**config.mk**
```make
export PLATFORM = sky130hd
export DESIGN_NAME = alu_issue
export DESIGN_NICKNAME = d
export VERILOG_FILES = /design/src/rtl/alu_pkg.sv /design/src/rtl/alu_issue_fifo.sv /design/src/rtl/alu_issue.sv
export SDC_FILE = /design/constraint.sdc
export NUM_CORES = 1
export LEC_CHECK = 0
export ABC_AREA = 1
export BUFFER_PORTS_ARGS = -buffer_cell sky130_fd_sc_hd__buf_4
export CORE_UTILIZATION = 59
export CTS_CLUSTER_DIAMETER = 150
export DETAILED_ROUTE_END_ITERATION = 12
export GPL_ROUTABILITY_DRIVEN = 0
export PLACE_DENSITY = 0.87
export REMOVE_ABC_BUFFERS = 1
export SLEW_MARGIN = 30
export SYNTH_ARGS = -nofsm -noshare
export SYNTH_HDL_FRONTEND = slang
export SYNTH_HIERARCHICAL = 1
export SYNTH_SLANG_ARGS = --single-unit
```
**constraint.sdc**
```tcl
create_clock -name clk -period 6.2 [get_ports clk]
set_input_delay 0.31 -clock clk [delete_from_list [all_inputs] [get_ports clk]]
set_output_delay 0.31 -clock clk [all_outputs]
set_load 0.02 [all_outputs]
```
**src/rtl/alu_pkg.sv**
```systemverilog
// Shared types for the ALU issue front-end: opcode enum and FIFO entry layout.
// Optional ALU_ISSUE_TAG_EN adds a per-op tag field to the entry.
package alu_pkg;

  localparam int unsigned OP_W  = 2;
  localparam int unsigned TAG_W = 4;
  localparam int unsigned RES_W = 16;

  typedef enum logic [OP_W-1:0] {
    ADD = 2'd0,
    SUB = 2'd1,
    MUL = 2'd2,
    DIV = 2'd3
  } op_e;

  typedef struct packed {
    op_e              op;
    logic [RES_W-1:0] r;
`ifdef ALU_ISSUE_TAG_EN
    logic [TAG_W-1:0] tag;
`endif
  } fifo_entry_t;

endpackage

```
**src/rtl/alu_issue_fifo.sv**
```systemverilog
// Synchronous result FIFO; power-of-two depth, naturally wrapping pointers.
// When empty the output keeps showing the most recently popped head.
module alu_issue_fifo
  import alu_pkg::*;
#(
  parameter int unsigned DEPTH   = 4,
  parameter type         entry_t = fifo_entry_t,
  localparam int unsigned AW     = $clog2(DEPTH)
) (
  input  logic          clk,
  input  logic          rst,
  input  logic          push,
  input  entry_t        din,
  input  logic          pop,
  output entry_t        dout,
  output logic [AW:0]   count,
  output logic          full,
  output logic          empty
);

  entry_t        mem [DEPTH];
  entry_t        last;
  logic [AW-1:0] wr;
  logic [AW-1:0] rd;
  logic          push_ok;
  logic          pop_ok;

  assign full    = (count == (AW+1)'(DEPTH));
  assign empty   = (count == '0);
  assign push_ok = push && !full;
  assign pop_ok  = pop && !empty;
  assign dout    = empty ? last : mem[rd];

  always_ff @(posedge clk) begin
    if (push_ok) mem[wr] <= din;
  end

  always_ff @(posedge clk) begin
    if (rst) begin
      wr    <= '0;
      rd    <= '0;
      count <= '0;
      last  <= '0;
    end else begin
      if (push_ok) wr <= wr + 1'b1;
      if (pop_ok) begin
        rd   <= rd + 1'b1;
        last <= mem[rd];
      end
      case ({push_ok, pop_ok})
        2'b10:   count <= count + 1'b1;
        2'b01:   count <= count - 1'b1;
        default: count <= count;
      endcase
    end
  end

endmodule

```
**src/rtl/alu_issue.sv**
```systemverilog
// ALU front-end: operand registers, 2-stage valid/op pipe, result mux, credit-gated
// result FIFO. Define ALU_ISSUE_TAG_EN to carry a 4-bit tag alongside each op.
module alu_issue
  import alu_pkg::*;
#(
  parameter int unsigned IN_WL  = 15,
  parameter int unsigned OUT_WL = 16,
  parameter int unsigned DEPTH  = 4
) (
  input  logic              clk,
  input  logic              rst,
  input  logic              in_valid,
  output logic              in_ready,
  input  op_e               in_op,
  input  logic [IN_WL-1:0]  in_a,
  input  logic [IN_WL-1:0]  in_b,
  output logic [IN_WL-1:0]  unit_a,
  output logic [IN_WL-1:0]  unit_b,
  input  logic [OUT_WL-1:0] r_add,
  input  logic [OUT_WL-1:0] r_sub,
  input  logic [OUT_WL-1:0] r_mul,
  input  logic [OUT_WL-1:0] r_div,
  output logic              out_valid,
  input  logic              out_ready,
  output logic [OUT_WL-1:0] out_r,
  output op_e               out_op
`ifdef ALU_ISSUE_TAG_EN
  ,
  input  logic [TAG_W-1:0]  in_tag,
  output logic [TAG_W-1:0]  out_tag
`endif
);

  localparam int unsigned CW = $clog2(DEPTH) + 1;

  typedef struct packed {
    op_e               op;
    logic [OUT_WL-1:0] r;
`ifdef ALU_ISSUE_TAG_EN
    logic [TAG_W-1:0]  tag;
`endif
  } entry_t;

  logic    v1, v2;
  op_e     op1, op2;
  logic    accept;
  logic    pop;
  logic    full, empty;
  logic [CW-1:0] count;
  logic [CW:0]   used;
  entry_t  push_data;
  entry_t  head;

`ifdef ALU_ISSUE_TAG_EN
  logic [TAG_W-1:0] tag1, tag2;
`endif

  // Counting in-flight ops against FIFO space means a pushed result always has a slot.
  assign used     = {1'b0, count} + (CW+1)'(v1) + (CW+1)'(v2);
  assign in_ready = !rst && (used < (CW+1)'(DEPTH));
  assign accept   = in_valid && in_ready;
  assign out_valid = !empty;
  assign pop      = out_valid && out_ready;

  always_ff @(posedge clk) begin
    if (rst) begin
      unit_a <= '0;
      unit_b <= '0;
      v1     <= 1'b0;
      v2     <= 1'b0;
      op1    <= ADD;
      op2    <= ADD;
`ifdef ALU_ISSUE_TAG_EN
      tag1   <= '0;
      tag2   <= '0;
`endif
    end else begin
      if (accept) begin
        unit_a <= in_a;
        unit_b <= in_b;
        op1    <= in_op;
`ifdef ALU_ISSUE_TAG_EN
        tag1   <= in_tag;
`endif
      end
      v1  <= accept;
      v2  <= v1;
      op2 <= op1;
`ifdef ALU_ISSUE_TAG_EN
      tag2 <= tag1;
`endif
    end
  end

  always_comb begin
    push_data    = '0;
    push_data.op = op2;
    unique case (op2)
      ADD: push_data.r = r_add;
      SUB: push_data.r = r_sub;
      MUL: push_data.r = r_mul;
      DIV: push_data.r = r_div;
    endcase
`ifdef ALU_ISSUE_TAG_EN
    push_data.tag = tag2;
`endif
  end

  alu_issue_fifo #(
    .DEPTH   (DEPTH),
    .entry_t (entry_t)
  ) u_fifo (
    .clk   (clk),
    .rst   (rst),
    .push  (v2),
    .din   (push_data),
    .pop   (pop),
    .dout  (head),
    .count (count),
    .full  (full),
    .empty (empty)
  );

  assign out_r  = head.r;
  assign out_op = head.op;
`ifdef ALU_ISSUE_TAG_EN
  assign out_tag = head.tag;
`endif

endmodule

```
==> results.json, run 1 <==
{
  "detail_route.wl_per_cell_um": 13.5,
  "crit_fanout": 40,
  "drv_slew": 0,
  "maxSlewHeadroom": 0.373,
  "setup_tns_ns": 0,
  "drc_errors": 0,
  "insertion_delay_ns": 0.42,
  "routed_wl_um": 16200,
  "syn2layout_area_growth_pct": 24.5,
  "grt_pass1_vias": 5447,
  "fillers": 772,
  "grt_use_total": 0.287,
  "yosys_warnings": 6,
  "period_needed_ns": 2.68,
  "critPathArrivalTime_ns": 2.99,
  "crit_required_ns": 6.51,
  "worst_ir_drop_vdd_mv": 0.197,
  "cp_slowest_cell": "dfxtp_1",
  "crit_path_cell_trace": "inv_2, nand2_4, inv_4, nor2_1, nand2_4, inv_1, ha_1, inv_1, fa_1, inv_1, nand2_1, nand3_1, nand2_1, nand2_1, nor2_1",
  "io_buffer_count": 149,
  "fin_area_sq_um": 8380,
  "vias_per_cell": 4.98,
  "grt_start_max_net_pins": 41,
  "status": "finished, final reports clean",
  "p_leak_nw": 4.42,
  "rrSetupSlack_ns": 3.52,
  "hpwl_um": 9780,
  "syn_area_sq_um": 6730,
  "die_w_um": 109,
  "setup_viol": 0,
  "die_h_um": 109,
  "drtAntennaViolNets": 0,
  "hp-class": "primary input to register",
  "rsz0062_at_grt": "false",
  "antenna_cells": 0,
  "final_hold_viol_count": 0,
  "drtIter0Drc": 530,
  "grt-ovfl-total": 0,
  "dpl_cell_area_sq_um": 7830,
  "h-tree-depth": 4,
  "cts_buffers": 17,
  "fin_crit_sh": 0.432,
  "ios": 150,
  "drive_gt1_frac": 0.190,
  "max_freq_mhz": 373,
  "fin_skew_ns": 0.00961,
  "critical-path-max-stage-delay_ns": 0.40,
  "clock-sinks": 135,
  "start_util": 0.613,
  "cp-start-kind": "register",
  "final_nets": 1150,
  "syn-mean-instance-area_sq_um": 7.42,
  "max-clock-path-buffers": 2,
  "rows": 38,
  "power_density_nw_per_um2": 267,
  "synth_cells": 907,
  "die-area_sq_um": 11800,
  "clk_pin_slew_ns": 0.06,
  "cts-hold-fix-buffers": 0,
  "postCtsSetupBuffers": 0,
  "worstMarginPinSlew_ns": 0.939,
  "grt_pass1_wl_um": 25600,
  "max_cap_viol_count": 0,
  "dr_total_vias": 5962,
  "drt_first_pass_iters": 7,
  "path_class": "register to register",
  "core_area_sq_um": 11000,
  "cts_resized": 0,
  "root_buffer": "clkbuf_16",
  "antenna_found_initial": 0,
  "cts_tree": "built",
  "cp-end-kind": "register"
}
==> worst max-delay path: cells and delay by family, from the launching register on <==
| kind | cells | cell delay, ns |
|---|---|---|
| fa+ha+maj | 2 | 0.55 |
| buf+inv | 5 | 0.49 |
| flops | 1 | 0.40 |
| simple gates | 8 | 1.13 |
==> cells in the final DEF (no fill, tap or decap), types with 6 or more instances in the layout <==
master	instances
buf_4	156
clkbuf_16	18
dfxtp_1	63
edfxtp_1	72
ha_1	6
inv_1	211
nand2_1	323
nand3_1	38
nand4_1	48
nor2_1	82
==> routing by layer <==
metal,routed length [um],track usage
met5,0,0
met1,6480,0.352
met4,427,0.139
met3,1060,0.0532
met2,8200,0.489
==> power by group <==
part           leakage [nW]  switching [mW]  total, mW  internal, mW
clock network         0.271           0.396      0.940         0.544
logic                  2.98           0.182      0.307         0.125
registers              1.17          0.0151      0.993         0.978
==> sequential cells by signal, indices dropped and copies added, names as in the netlist, named ones only <==
register	cells
op1	2
op2	2
u_fifo/count	3
u_fifo/last	18
u_fifo/mem	72
u_fifo/rd	2
u_fifo/wr	2
unit_a	15
unit_b	15
v1	1
v2	1
==> final cells by class <==
type	count	area, sq um	share of cell area
Inverter	216	821	0.0980
Tap cell	140	175	0.0209
Multi-Input combinational cell	517	2240	0.267
Sequential cell	135	3420	0.409
Clock buffer	20	462	0.0551
Timing Repair Buffer	156	1170	0.140
Clock inverter	12	91.3	0.0109
==> metrics by stage <==
step	std cells	total power, mW	worst slack, ns	hold slack [ns]	utilization
floorplan	868	1.17	3.84	0.381	-
global placement	1164	1.30	3.64	0.412	0.713
detailed placement	1164	1.31	3.55	0.424	0.713
CTS	1196	2.24	3.53	0.135	0.763
global route	1196	2.31	3.25	0.153	0.763
finish	1196	2.24	3.52	0.147	0.763
==> path summary, 6_finish.rpt <==
kind,from,endpoint,depth (start not counted)
setup / recovery,u_fifo/count[2],u_fifo/count[2],15
hold / removal,rst,op2[0],2
setup reg to reg,u_fifo/count[2],u_fifo/count[2],15
hold reg to reg,v1,v2,2
Power figures use the tool's default switching activity.
==> inputs of run 2 (changes only) <==
--- a/config.mk
+++ b/config.mk
@@ -7,11 +7,11 @@
 export LEC_CHECK = 0
 export ABC_AREA = 1
 export BUFFER_PORTS_ARGS = -buffer_cell sky130_fd_sc_hd__buf_4
-export CORE_UTILIZATION = 59
+export CORE_UTILIZATION = 55
 export CTS_CLUSTER_DIAMETER = 150
 export DETAILED_ROUTE_END_ITERATION = 12
 export GPL_ROUTABILITY_DRIVEN = 0
-export PLACE_DENSITY = 0.87
+export PLACE_DENSITY = 0.82
 export REMOVE_ABC_BUFFERS = 1
 export SLEW_MARGIN = 30
 export SYNTH_ARGS = -nofsm -noshare
==> constraint.sdc (replaced) <==
create_clock -name clk -period 2.73 [get_ports clk]
set_input_delay 0.1365 -clock clk [delete_from_list [all_inputs] [get_ports clk]]
set_output_delay 0.1365 -clock clk [all_outputs]
set_load 0.02 [all_outputs]
==> run 2 against run 1 <==
Net effect:
- non-clock buffer count grew 6
- sequential share of layout area shrank 0.75 points
- core utilization shrank 4.9 points
- cell area grew 1.9%
- sequential power grew 130%
- flip-flop and latch count is the same
- via count shrank 1.2%
- combinational power grew 130%
- highest routed layer unchanged
==> results.json, run 2 (synthesis gave the netlist of run 1 again) <==
{
  "insertion_delay_ns": 0.43,
  "max_flop_register": "u_fifo/mem",
  "drive_gt1_frac": 0.195,
  "grt_pass1_wl_um": 26300,
  "worstMarginPinSlew_ns": 0.897,
  "worstHoldStart": "in_b[12]",
  "cts_tree": "built",
  "fin_skew_ns": 0.00523,
  "final_common_cell": "nand2_1",
  "rsz0062_at_grt": "false",
  "routed_wl_um": 16000,
  "power_density_nw_per_um2": 641,
  "die-area_sq_um": 12700,
  "drtIter0Drc": 360,
  "power_mw": 5.47,
  "path_class": "register to register",
  "crit_fanout": 22,
  "cp-start-kind": "register",
  "setup_tns_ns": 0,
  "clock-sinks": 135,
  "crit_buf_inv": 5,
  "ios": 150,
  "multi_input_area_sq_um": 2240,
  "syn2layout_area_growth_pct": 26.8,
  "drc_errors": 0,
  "grt_start_max_net_pins": 40,
  "h-tree-depth": 4,
  "rrSetupSlack_ns": 0.35,
  "pre_cts_ws_ns": 0.377,
  "fin_crit_sh": 0.872,
  "crit_path_cell_trace": "inv_2, nand2_4, inv_4, nor2_1, nand2_4, inv_1, ha_1, inv_1, fa_1, inv_1, nand2_1, nand3_1, nand2_1, nand2_1, nor2_1",
  "hpwl_um": 10600,
  "postCtsSetupBuffers": 0,
  "worst_ir_drop_vdd_mv": 0.429,
  "core_area_sq_um": 12000,
  "status": "finished, final reports clean",
  "detail_route.wl_per_cell_um": 13.3,
  "final_cell_mix": "323 x nand2_1, 211 x inv_1, 161 x buf_4",
  "min_to": "unit_b[12]",
  "start_util": 0.563,
  "fillers": 954,
  "r2r-end": "u_fifo/count[2]",
  "path_delay_family": "simple AND/OR/NAND/NOR gates",
  "grt_use_total": 0.271,
  "critical-path-max-stage-delay_ns": 0.40,
  "max_cap_viol_count": 0,
  "grt-ovfl-total": 0,
  "fin_ws_ns": 0.350,
  "maxSlewHeadroom": 0.398,
  "drv_slew": 0,
  "drtAntennaViolNets": 0,
  "period_needed_ns": 2.38,
  "critPathArrivalTime_ns": 2.70,
  "clk_pin_slew_ns": 0.06,
  "min_path_cells": 5,
  "final_nets": 1156,
  "final_hold_viol_count": 0,
  "crit_required_ns": 3.05,
  "cp_slowest_cell": "dfxtp_1",
  "drt_first_pass_iters": 5,
  "reg.largest.list": "u_fifo/mem x72, u_fifo/last x18",
  "p_leak_nw": 4.50,
  "setup_viol": 0,
  "rows": 40,
  "largest_reg_flops": 72,
  "die_h_um": 113,
  "io_buffer_count": 149,
  "max_freq_mhz": 420,
  "crit-reg2reg-launch": "u_fifo/count[2]",
  "cp-end-kind": "register",
  "antenna_found_initial": 0,
  "cts-hold-fix-buffers": 1,
  "cts_buffers": 17,
  "hp-class": "primary input to register",
  "max-clock-path-buffers": 2,
  "die_w_um": 113,
  "reg2reg_depth": 15,
  "dr_total_vias": 5889,
  "root_buffer": "clkbuf_16",
  "cts_resized": 0,
  "vias_per_cell": 4.87,
  "grt_pass1_vias": 5670,
  "final-seq-area_sq_um": 3420,
  "antenna_cells": 0
}
## run 2: worst reg2reg max path, stage by stage (launching register included)
cell and delay (ns):
dfxtp_1 0.40, inv_2 0.08, nand2_4 0.23, inv_4 0.15, nor2_1 0.31, nand2_4 0.07
inv_1 0.08, ha_1 0.16, inv_1 0.07, fa_1 0.37, inv_1 0.07, nand2_1 0.05
nand3_1 0.08, nand2_1 0.06, nand2_1 0.05, nor2_1 0.04
## run 2: where the power goes
group          switching, mW  internal [mW]  leakage, nW
logic                  0.412          0.287         3.00
clock network          0.857           1.66        0.326
registers             0.0350           2.22         1.17
total                   1.30           4.17         4.50
## run 2: stage by stage
step	cell area (sq um)	hold slack, ns	std cells	util
CTS	8540	0.0231	1209	0.714
global route	8540	0.0565	1209	0.714
floorplan	6480	0.208	868	-
detailed placement	7870	0.387	1176	0.658
global placement	7870	0.386	1176	0.658
finish	8540	0.0298	1209	0.714
## run 2: how the worst max path moves through the flow
stage                     cells past startpoint       startpoint              end  slack (ns)
after floorplan                              15  u_fifo/count[2]  u_fifo/count[2]        0.37
after global placement                       15  u_fifo/count[2]  u_fifo/count[2]        0.45
after detailed placement                     15  u_fifo/count[2]  u_fifo/count[2]        0.38
after CTS                                    15  u_fifo/count[2]  u_fifo/count[2]        0.37
after global routing                         14  u_fifo/count[2]  u_fifo/count[2]        0.07
final                                        15  u_fifo/count[2]  u_fifo/count[2]        0.35
## run 2: per-layer routing
layer / share of wire / track usage
met1: 0.40 / 0.313
met2: 0.49 / 0.462
met3: 0.086 / 0.0810
met4: 0.023 / 0.128
met5: 0 / 0
## run 2: area by class of cell
cell class                 count  share of cell area
timing repair buffer         162               0.143
multi-input combinational    517               0.262
inverter                     216              0.0961
tap                          147              0.0215
sequential                   135               0.401
clock buffer                  19              0.0531
clock inverter                13              0.0236
==> inputs of run 3 (changes only) <==
--- a/config.mk
+++ b/config.mk
@@ -5,13 +5,12 @@
 export SDC_FILE = /design/constraint.sdc
 export NUM_CORES = 1
 export LEC_CHECK = 0
-export ABC_AREA = 1
 export BUFFER_PORTS_ARGS = -buffer_cell sky130_fd_sc_hd__buf_4
-export CORE_UTILIZATION = 55
+export CORE_UTILIZATION = 53
 export CTS_CLUSTER_DIAMETER = 150
 export DETAILED_ROUTE_END_ITERATION = 12
 export GPL_ROUTABILITY_DRIVEN = 0
-export PLACE_DENSITY = 0.82
+export PLACE_DENSITY = 0.81
 export REMOVE_ABC_BUFFERS = 1
 export SLEW_MARGIN = 30
 export SYNTH_ARGS = -nofsm -noshare
==> run 3 against run 2 <==
Net effect:
- core utilization rose by 4.5 points
- clock skew up 0.0081 ns
- worst setup slack worse by 0.15 ns
- flip-flop and latch count is the same
- cell area down 7.0%
- count of clock-buffer cells in the layout down 2
- sequential power about the same
- clock power fell by 8.7%
- die area decreased by 10%
- synthesized cell count decreased by 62%
- maximum frequency down 5.9%
- critical path type unchanged
- highest routed layer unchanged
==> results.json, run 3 <==
{
  "crit_fanout": 7,
  "power_density_nw_per_um2": 647,
  "drc_errors": 0,
  "crit_path_cell_trace": "or3b_1, inv_2, nor2_1, inv_1, ha_1, inv_1, fa_1, xor2_1, or3_1, a21oi_1",
  "syn2layout_area_growth_pct": 36.6,
  "ys.flop_type": "edfxtp_1",
  "vias_per_cell": 5.40,
  "netlist.top_cell.by_area": "edfxtp_1",
  "grt_use_total": 0.243,
  "cts_buffers": 17,
  "rsz0062_at_grt": "false",
  "hpwl_um": 7500,
  "ys_seq_area_frac": 0.589,
  "detail_route.wl_per_cell_um": 18.6,
  "clk_pin_slew_ns": 0.06,
  "yosys-top-cells-count": "72 x edfxtp_1, 63 x dfxtp_1, 32 x nor2b_1",
  "insertion_delay_ns": 0.52,
  "synth_area_leaders": "edfxtp_1 37%, dfxtp_1 22%, mux4_2 11%",
  "h-tree-depth": 4,
  "drive_gt1_frac": 0.502,
  "die_w_um": 107,
  "rrSetupSlack_ns": 0.20,
  "status": "finished, final reports clean",
  "core_area_sq_um": 10500,
  "antenna_found_initial": 0,
  "ios": 150,
  "reg.largest.list": "u_fifo/mem x72, u_fifo/last x18",
  "drt_first_pass_iters": 5,
  "rows": 37,
  "hp-class": "primary input to register",
  "io_buffer_count": 149,
  "fin_crit_sh": 0.927,
  "dr_total_vias": 3695,
  "final_cell_mix": "159 x buf_4, 72 x edfxtp_1, 63 x dfxtp_1",
  "start_util": 0.555,
  "final_nets": 642,
  "p_leak_nw": 3.29,
  "syn_area_sq_um": 5810,
  "setup_tns_ns": 0,
  "cp-start-kind": "register",
  "grt_pass1_wl_um": 20500,
  "worstMarginPinSlew_ns": 0.580,
  "postSynth.asyncResetShare": 0,
  "cts_tree": "built",
  "drv_slew": 0,
  "grt_pass1_vias": 4042,
  "maxSlewHeadroom": 0.613,
  "synth_adder_area_share": 0.0164,
  "largest_reg_flops": 72,
  "power_mw": 5.13,
  "max_cap_viol_count": 0,
  "clock-sinks": 135,
  "max-clock-path-buffers": 2,
  "drtIter0Drc": 155,
  "synthXorXnorAreaFrac": 0.00603,
  "final_common_cell": "buf_4",
  "path_class": "register to register",
  "grt_start_max_net_pins": 44,
  "antenna_cells": 0,
  "crit_top_cell": "inv_1",
  "root_buffer": "clkbuf_8",
  "critical-path-max-stage-delay_ns": 0.51,
  "die_h_um": 107,
  "drtAntennaViolNets": 0,
  "muxShareOfSynthArea": 0.251,
  "synthMostInstantiatedCell": "edfxtp_1",
  "synth_edf_count": 72,
  "synth_top_family_by_area": "multiplexers",
  "path_delay_family": "simple AND/OR/NAND/NOR gates",
  "worst_ir_drop_vdd_mv": 0.363,
  "yosysUniqueCellTypes": 33,
  "cp_slowest_cell": "dfxtp_1",
  "fin_skew_ns": 0.0133,
  "yosys_warnings": 6,
  "crit_required_ns": 3.17,
  "grt-ovfl-total": 0,
  "yosys.area_share.simple": 0.0586,
  "max_flop_register": "u_fifo/mem",
  "crit_buf_inv": 3,
  "postCtsSetupBuffers": 0,
  "synth_cells": 345,
  "final_hold_viol_count": 0,
  "routed_wl_um": 12700,
  "synth_compound_area_frac": 0.0398,
  "cp-end-kind": "register",
  "synth_top_area_share": 0.372,
  "max_freq_mhz": 395,
  "die-area_sq_um": 11400,
  "syn-mean-instance-area_sq_um": 16.8,
  "setup_viol": 0,
  "ys_ff_latch": 135,
  "period_needed_ns": 2.53,
  "critPathArrivalTime_ns": 2.97
}
==> run 3: through the flow <==
stage               instances  instance area, sq um  setup slack [ns]  hold WS (ns)  utilization
detailed placement        620                  7010             0.246         0.347        0.670
CTS                       684                  7940             0.219        0.0487        0.758
finish                    684                  7940             0.200        0.0609        0.759
global route              684                  7940            0.0801        0.0378        0.759
floorplan                 324                  5630             0.179         0.206            -
global placement          620                  7010             0.378         0.342        0.670
==> run 3: repair_timing <==
action,CTS,global route
gates resized for setup,0,0
hold buffers,32,0
hold endpoints to repair,32,0
==> run 3: worst paths after layout <==
kind | from | end | depth (start not counted)
max reg2reg | u_fifo/count[2] | u_fifo/count[2] | 10
max | u_fifo/count[2] | u_fifo/count[2] | 10
min reg2reg | op1[1] | op2[1] | 1
min | r_div[11] | u_fifo/mem[3][11] | 2
==> run 3: cells by family (layout without fill, tap and decap cells) <==
kind of cell	after synthesis	in the layout
adders and majority gates	7	7
and+or+nand+nor	55	55
buffers and inverters	32	235
AOI/OAI and AO/OA	28	28
xor gates and xnor gates	4	4
DFF	135	135
muxes	84	84
==> run 3: where the power goes <==
part	total, mW	leakage (nW)	switching (mW)	internal, mW
clock network	2.30	0.288	0.893	1.41
logic	0.584	1.83	0.248	0.336
registers	2.25	1.17	0.0345	2.21
total	5.13	3.29	1.18	3.96
==> run 3: layout make-up <==
class | count | area (sq um)
timing repair buffer | 192 | 1530
tap | 136 | 170
inverter | 11 | 41.3
clock buffer | 17 | 414
fill | 604 | 2520
clock inverter | 15 | 190
multi-input combinational | 178 | 2160
sequential | 135 | 3420
==> run 3: per-layer routing <==
layer	vias to the layer above	GRT usage	wire length, um
met3	13	0.0723	762
met2	144	0.428	6550
li1	1707	-	-
met4	0	0.0861	148
met1	1831	0.282	5230
met5	-	0	0
